==> src/rtl/core_run_pkg.sv <==
// core_run_pkg: shared types for the core run controller.
// Run-state encoding, end-reason encoding and end-condition arbitration.
package core_run_pkg;

    typedef enum logic [1:0] {
        IDLE,
        RESET,
        RUN,
        DONE
    } run_state_e;

    typedef enum logic [1:0] {
        END_NONE,
        END_TOHOST,
        END_HALT,
        END_TIMEOUT
    } end_reason_e;

    // Tohost store beats a halt loop, which beats the cycle budget.
    function automatic end_reason_e pick_end(
        input logic tohost,
        input logic halt,
        input logic tmo
    );
        end_reason_e r;
        r = END_NONE;
        if (tohost) begin
            r = END_TOHOST;
        end else if (halt) begin
            r = END_HALT;
        end else if (tmo) begin
            r = END_TIMEOUT;
        end
        return r;
    endfunction

endpackage

==> src/rtl/core_run_ctrl_trace.sv <==
// pc_trace_buf: circular buffer of the PCs seen in RUN cycles.
// Only built when RUN_TRACE_EN is defined; index 0 reads the newest entry.
module pc_trace_buf #(
    parameter int unsigned PC_W  = 32,
    parameter int unsigned DEPTH = 8
) (
    input  logic                     clk_i,
    input  logic                     rst_i,
    input  logic                     clr_i,
    input  logic                     wr_i,
    input  logic [PC_W-1:0]          pc_i,
    input  logic [$clog2(DEPTH)-1:0] idx_i,
    output logic [PC_W-1:0]          pc_o
);

    localparam int unsigned IW = $clog2(DEPTH);

    logic [PC_W-1:0] mem_q [DEPTH];
    logic [IW-1:0]   wptr_q;
    logic [IW-1:0]   rd_ptr;

    // Clearing zeroes every slot so unwritten entries read back as 0.
    always_ff @(posedge clk_i) begin
        if (rst_i || clr_i) begin
            wptr_q <= '0;
            for (int i = 0; i < int'(DEPTH); i++) begin
                mem_q[i] <= '0;
            end
        end else if (wr_i) begin
            mem_q[wptr_q] <= pc_i;
            wptr_q        <= wptr_q + IW'(1);
        end
    end

    // Pointer arithmetic wraps naturally because DEPTH is a power of two.
    assign rd_ptr = wptr_q - IW'(1) - idx_i;
    assign pc_o   = mem_q[rd_ptr];

endmodule

==> src/rtl/core_run_ctrl.sv <==
// core_run_ctrl: sequences core reset, runs the core, reports the result.
// Define RUN_TRACE_EN to add the PC trace buffer and trace_idx/trace_pc ports.
module core_run_ctrl #(
    parameter int unsigned      PC_W        = 32,
    parameter int unsigned      DATA_W      = 32,
    parameter int unsigned      CNT_W       = 32,
    parameter int unsigned      RST_CYCLES  = 2,
    parameter int unsigned      MAX_CYCLES  = 1000,
    parameter int unsigned      HALT_REPEAT = 2,
`ifdef RUN_TRACE_EN
    parameter int unsigned      TRACE_DEPTH = 8,
`endif
    parameter logic [PC_W-1:0]  TOHOST_ADDR = 'h100
) (
    input  logic              clk_i,
    input  logic              rst_i,
    input  logic              start_i,
    input  logic [PC_W-1:0]   pc_i,
    input  logic              mem_we_i,
    input  logic [PC_W-1:0]   mem_addr_i,
    input  logic [DATA_W-1:0] mem_wdata_i,
    output logic              core_rst_n_o,
    output logic              busy_o,
    output logic              done_o,
    output logic              pass_o,
    output logic              halted_o,
    output logic              timeout_o,
    output logic [DATA_W-1:0] exit_code_o,
    output logic [CNT_W-1:0]  cycle_count_o
`ifdef RUN_TRACE_EN
    ,
    input  logic [$clog2(TRACE_DEPTH)-1:0] trace_idx_i,
    output logic [PC_W-1:0]                trace_pc_o
`endif
);

    import core_run_pkg::*;

    localparam int unsigned RW = (RST_CYCLES > 1) ? $clog2(RST_CYCLES) : 1;
    localparam int unsigned HW = $clog2(HALT_REPEAT + 1);

    run_state_e        state_q, state_d;
    logic [RW-1:0]     rst_cnt_q, rst_cnt_d;
    logic [CNT_W-1:0]  cnt_q, cnt_d, cnt_inc;
    logic [HW-1:0]     halt_q, halt_d, halt_nxt;
    logic [PC_W-1:0]   prev_pc_q, prev_pc_d;
    logic              seen_q, seen_d;
    logic              pass_q, pass_d;
    logic              halted_q, halted_d;
    logic              timeout_q, timeout_d;
    logic [DATA_W-1:0] exit_q, exit_d;
    end_reason_e       why;

    // Next-state, counters and end-condition resolution.
    always_comb begin
        state_d   = state_q;
        rst_cnt_d = rst_cnt_q;
        cnt_d     = cnt_q;
        halt_d    = halt_q;
        prev_pc_d = prev_pc_q;
        seen_d    = seen_q;
        pass_d    = pass_q;
        halted_d  = halted_q;
        timeout_d = timeout_q;
        exit_d    = exit_q;
        why       = END_NONE;
        cnt_inc   = (&cnt_q) ? cnt_q : cnt_q + CNT_W'(1);
        halt_nxt  = (seen_q && (pc_i == prev_pc_q)) ? halt_q + HW'(1) : '0;
        unique case (state_q)
            IDLE, DONE: begin
                if (start_i) begin
                    state_d   = RESET;
                    rst_cnt_d = '0;
                    cnt_d     = '0;
                    halt_d    = '0;
                    prev_pc_d = '0;
                    seen_d    = 1'b0;
                    pass_d    = 1'b0;
                    halted_d  = 1'b0;
                    timeout_d = 1'b0;
                    exit_d    = '0;
                end
            end
            RESET: begin
                if (rst_cnt_q == RW'(RST_CYCLES - 1)) begin
                    state_d = RUN;
                end else begin
                    rst_cnt_d = rst_cnt_q + RW'(1);
                end
            end
            RUN: begin
                cnt_d     = cnt_inc;
                halt_d    = halt_nxt;
                prev_pc_d = pc_i;
                seen_d    = 1'b1;
                why = pick_end(mem_we_i && (mem_addr_i == TOHOST_ADDR),
                               halt_nxt >= HW'(HALT_REPEAT),
                               cnt_inc == CNT_W'(MAX_CYCLES));
                unique case (why)
                    END_TOHOST: begin
                        exit_d = mem_wdata_i;
                        pass_d = (mem_wdata_i == DATA_W'(1));
                    end
                    END_HALT:    halted_d  = 1'b1;
                    END_TIMEOUT: timeout_d = 1'b1;
                    default: ;
                endcase
                if (why != END_NONE) begin
                    state_d = DONE;
                end
            end
            default: state_d = IDLE;
        endcase
    end

    // State and result registers with synchronous reset.
    always_ff @(posedge clk_i) begin
        if (rst_i) begin
            state_q   <= IDLE;
            rst_cnt_q <= '0;
            cnt_q     <= '0;
            halt_q    <= '0;
            prev_pc_q <= '0;
            seen_q    <= 1'b0;
            pass_q    <= 1'b0;
            halted_q  <= 1'b0;
            timeout_q <= 1'b0;
            exit_q    <= '0;
        end else begin
            state_q   <= state_d;
            rst_cnt_q <= rst_cnt_d;
            cnt_q     <= cnt_d;
            halt_q    <= halt_d;
            prev_pc_q <= prev_pc_d;
            seen_q    <= seen_d;
            pass_q    <= pass_d;
            halted_q  <= halted_d;
            timeout_q <= timeout_d;
            exit_q    <= exit_d;
        end
    end

    assign core_rst_n_o  = (state_q == RUN);
    assign busy_o        = (state_q == RESET) || (state_q == RUN);
    assign done_o        = (state_q == DONE);
    assign pass_o        = pass_q;
    assign halted_o      = halted_q;
    assign timeout_o     = timeout_q;
    assign exit_code_o   = exit_q;
    assign cycle_count_o = cnt_q;

`ifdef RUN_TRACE_EN
    logic trace_clr;
    logic trace_wr;

    assign trace_clr = start_i && ((state_q == IDLE) || (state_q == DONE));
    assign trace_wr  = (state_q == RUN);

    pc_trace_buf #(
        .PC_W  (PC_W),
        .DEPTH (TRACE_DEPTH)
    ) u_trace (
        .clk_i (clk_i),
        .rst_i (rst_i),
        .clr_i (trace_clr),
        .wr_i  (trace_wr),
        .pc_i  (pc_i),
        .idx_i (trace_idx_i),
        .pc_o  (trace_pc_o)
    );
`endif

endmodule
==> config.mk <==
export PLATFORM = sky130hd
export DESIGN_NAME = core_run_ctrl
export DESIGN_NICKNAME = d
export VERILOG_FILES = /design/src/rtl/core_run_pkg.sv /design/src/rtl/core_run_ctrl_trace.sv /design/src/rtl/core_run_ctrl.sv
export SDC_FILE = /design/constraint.sdc
export NUM_CORES = 1
export LEC_CHECK = 0
export CORE_MARGIN = 2
export CORE_UTILIZATION = 50
export CTS_BUF_LIST = sky130_fd_sc_hd__clkbuf_16
export CTS_CLUSTER_DIAMETER = 100
export DETAILED_ROUTE_END_ITERATION = 16
export GPL_TIMING_DRIVEN = 0
export PLACE_DENSITY_LB_ADDON = 0.2
export SLEW_MARGIN = 20
export SYNTH_ARGS = -nofsm -noshare
export SYNTH_HDL_FRONTEND = slang
export SYNTH_SLANG_ARGS = --single-unit
==> constraint.sdc <==
create_clock -name clk_i -period 5.4 [get_ports clk_i]
set_clock_uncertainty 0.15 [all_clocks]
set_input_delay 1.08 -clock clk_i [delete_from_list [all_inputs] [get_ports clk_i]]
set_output_delay 1.08 -clock clk_i [all_outputs]
set_load 0.005 [all_outputs]
==> flow_summary.json <==
{
  "yosysTopAreaCellShare": 0.3951,
  "placed_cell_area_um2": 7172,
  "final_antenna_net_count": 0,
  "slew_headroom": 0.4038,
  "grt_max_degree": 18,
  "drc_viols": 0,
  "dr.pass1.iters": 6,
  "cts-root-buf": "sky130_fd_sc_hd__clkbuf_16",
  "outcome": "finished, final reports clean",
  "crit_path_top_delay_cell": "sky130_fd_sc_hd__or4_4",
  "fin_hold_ws_ns": 0.3059,
  "crit_type": "register to register",
  "synth_async_sr_flop_share": 0,
  "report.final.setup_viol": 0,
  "final.min_clock_period_ns": 3.711,
  "critPathLaunch": "cycle_count_o[1]",
  "grt_peak_use_layer": "met2",
  "hpwl_um": 13060,
  "final_hold_viol_count": 0,
  "layout.core_utilization": 0.7256,
  "cp_max_fanout": 8,
  "grt_antenna_before_repair": 0,
  "grt_setup_unrepaired": "no",
  "die_h_um": 107.2,
  "synth_nets": 787,
  "die-area_um2": 11480,
  "grt.met3_usage": 0.04985,
  "cp.required_ns": 5.50,
  "h-tree-depth": 3,
  "worst_reg_to_reg_path_cell_count": 10,
  "global_route.usage.total": 0.2971,
  "critical-path-max-stage-delay_ns": 0.59,
  "fraction_of_final_layout_cells_sized_beyond_drive_strength_1": 0.03464,
  "cts_resized": 0,
  "min_period_over_period": 0.6872,
  "timing_max_transition_violations_final": 0,
  "syn_to_final_growth_pct": 40.80,
  "numCtsBuffers": 9,
  "ys_types": 47,
  "first_global_vias": 5661,
  "power.density_cell_area_nw_per_um2": 307.7,
  "syn_inst": 682,
  "detailedRoute.firstIterationViolations": 531,
  "overflow": 0,
  "final_nets": 966,
  "setup-tns-final_ns": 0,
  "groute.layer.met1.usage": 0.3610,
  "worst_setup_path_end_kind": "register",
  "yosysWarnings": 0,
  "cts_tree": "yes",
  "cts_hold_buffers": 0,
  "cts.sinks": 105,
  "worst_r2r_startpoint": "cycle_count_o[1]",
  "synth.cell_area_um2": 5320,
  "avgRoutedWirePerCell_um": 17.47,
  "route.detailed.vias_per_inst": 5.990,
  "layout_commonest_cell": "sky130_fd_sc_hd__clkdlybuf4s50_1",
  "synth_sequential_area_ratio": 0.3951,
  "use_met2": 0.5167,
  "cts_max_path_buffers": 2,
  "design.core.area_um2": 10320,
  "ys_ff_latch": 105,
  "synth_enable_flop_cells": 0,
  "post_synth.cell_area_avg_um2": 7.801,
  "cp_cell_sequence": "ha_1 -> nand3_2 -> or4_1 -> buf_2 -> o21ai_2 -> o211ai_1 -> or3_1 -> or4_4 -> a21bo_1 -> a211oi_1",
  "port_buffers": 168,
  "achievable-frequency_mhz": 269.5,
  "total_power_uw": 2305,
  "worstHoldPathType": "register to register",
  "num_vias": 6002,
  "dominantRegCellSynth": "sky130_fd_sc_hd__dfxtp_1",
  "worst_hold_startpoint": "exit_code_o[28]",
  "mostFrequentLayoutCells": "sky130_fd_sc_hd__clkdlybuf4s50_1, sky130_fd_sc_hd__dfxtp_1, sky130_fd_sc_hd__nor2_1",
  "grt_pass1_wl_um": 27350,
  "vdd_ir_drop_max_v": 0.0001619,
  "worst_ep_arrival_time_ns": 3.81,
  "tightest_slew_ns": 0.8849,
  "gp_routability_congestion": 0.9612,
  "clkTransAtPathRegs_ns": 0.07,
  "timing.critical_path.from_type": "register",
  "design.portCount": 170,
  "routed_wirelength_um": 17510,
  "antenna_cells_inserted": 0,
  "cap_violations": 0,
  "layout.cell_area.non_filler_um2": 7491,
  "holdPathStages": 2,
  "cellLeakagePower_uw": 0.002516,
  "initial_utilization": 0.5153,
  "die_w_um": 107.2,
  "postCtsSetupBuffers": 0,
  "synth_area_leaders": "sky130_fd_sc_hd__dfxtp_1, sky130_fd_sc_hd__a22oi_1, sky130_fd_sc_hd__nor2_1, sky130_fd_sc_hd__xnor2_1, sky130_fd_sc_hd__a21oi_1",
  "synthDominantAreaCellType": "sky130_fd_sc_hd__dfxtp_1",
  "std_cell_rows": 37,
  "clkLatencyLatePin_ns": 0.35
}
stage by stage:
step | worst slack [ns] | cells
6_report | 1.689 | 1002
5_1_grt | 1.535 | 1002
4_1_cts | 1.759 | 1002
3_5_place_dp | 1.412 | 986
3_3_place_gp | 1.488 | 986
2_1_floorplan | 2.262 | 682
routing by layer:
| metal | vias to the layer above | share of wire |
|---|---|---|
| met5 | - | 0 |
| met3 | 40 | 0.089 |
| li1 | 2818 | - |
| met1 | 2819 | 0.39 |
| met4 | 0 | 0.024 |
| met2 | 325 | 0.49 |
critical path: cells and delay by family, from the launching register on:
kind	cells	cell delay [ns]
buffers and inverters	1	0.19
adders and majority gates	1	0.33
and+or+nand+nor	4	1.71
AOI/OAI and AO/OA	4	0.73
DFF	1	0.49
cells in the mapped netlist, drive strengths merged, types with 8 or more instances:
library cell,number
dfxtp,105
o21ai,52
nor3,22
xnor2,34
a31oi,8
a21oi,58
nand3,34
nor4,17
nor2,82
nand4,21
xor2,10
nand2,60
and3,10
a22oi,52
clkbuf,47
cells by family after synthesis:
kind of cell / count (synthesis) / synth area share
and+or+nand+nor: 277 / 0.2564
AOI/OAI and AO/OA: 189 / 0.2157
DFF: 105 / 0.3951
buffers and inverters: 59 / 0.04304
xor gates and xnor gates: 44 / 0.07244
adders and majority gates: 5 / 0.01176
muxes: 3 / 0.005645
final timing paths:
check | slack [ns] | endpoint
max | 1.69 | state_q[0]
min | 0.31 | exit_code_o[28]
min reg2reg | 0.31 | exit_code_o[28]
max reg2reg | 1.69 | state_q[0]
sequential cells by signal (all words and copies together), names as in the netlist:
name           cells
cycle_count_o     32
exit_code_o       32
prev_pc_q         32
halt_q             2
state_q            2
halted_o           1
pass_o             1
rst_cnt_q          1
seen_q             1
timeout_o          1
power by group:
part	switching [µW]	total [µW]	internal [µW]
Sequential	48.5	885	837
Combinational	447	717	270
Clock	296	702	406
layout make-up:
type                    instances  area [µm²]
plain buffers                  53       206.4
clock buffers                   9       225.2
well taps                     136       170.2
clock inverters                 7       93.84
inverters                       6       22.52
repair buffers                168        1682
fillers                       825        2833
multi-input cells             518        2989
flip-flops and latches        105        2102
Note: power is estimated with default switching activity, not from simulation.
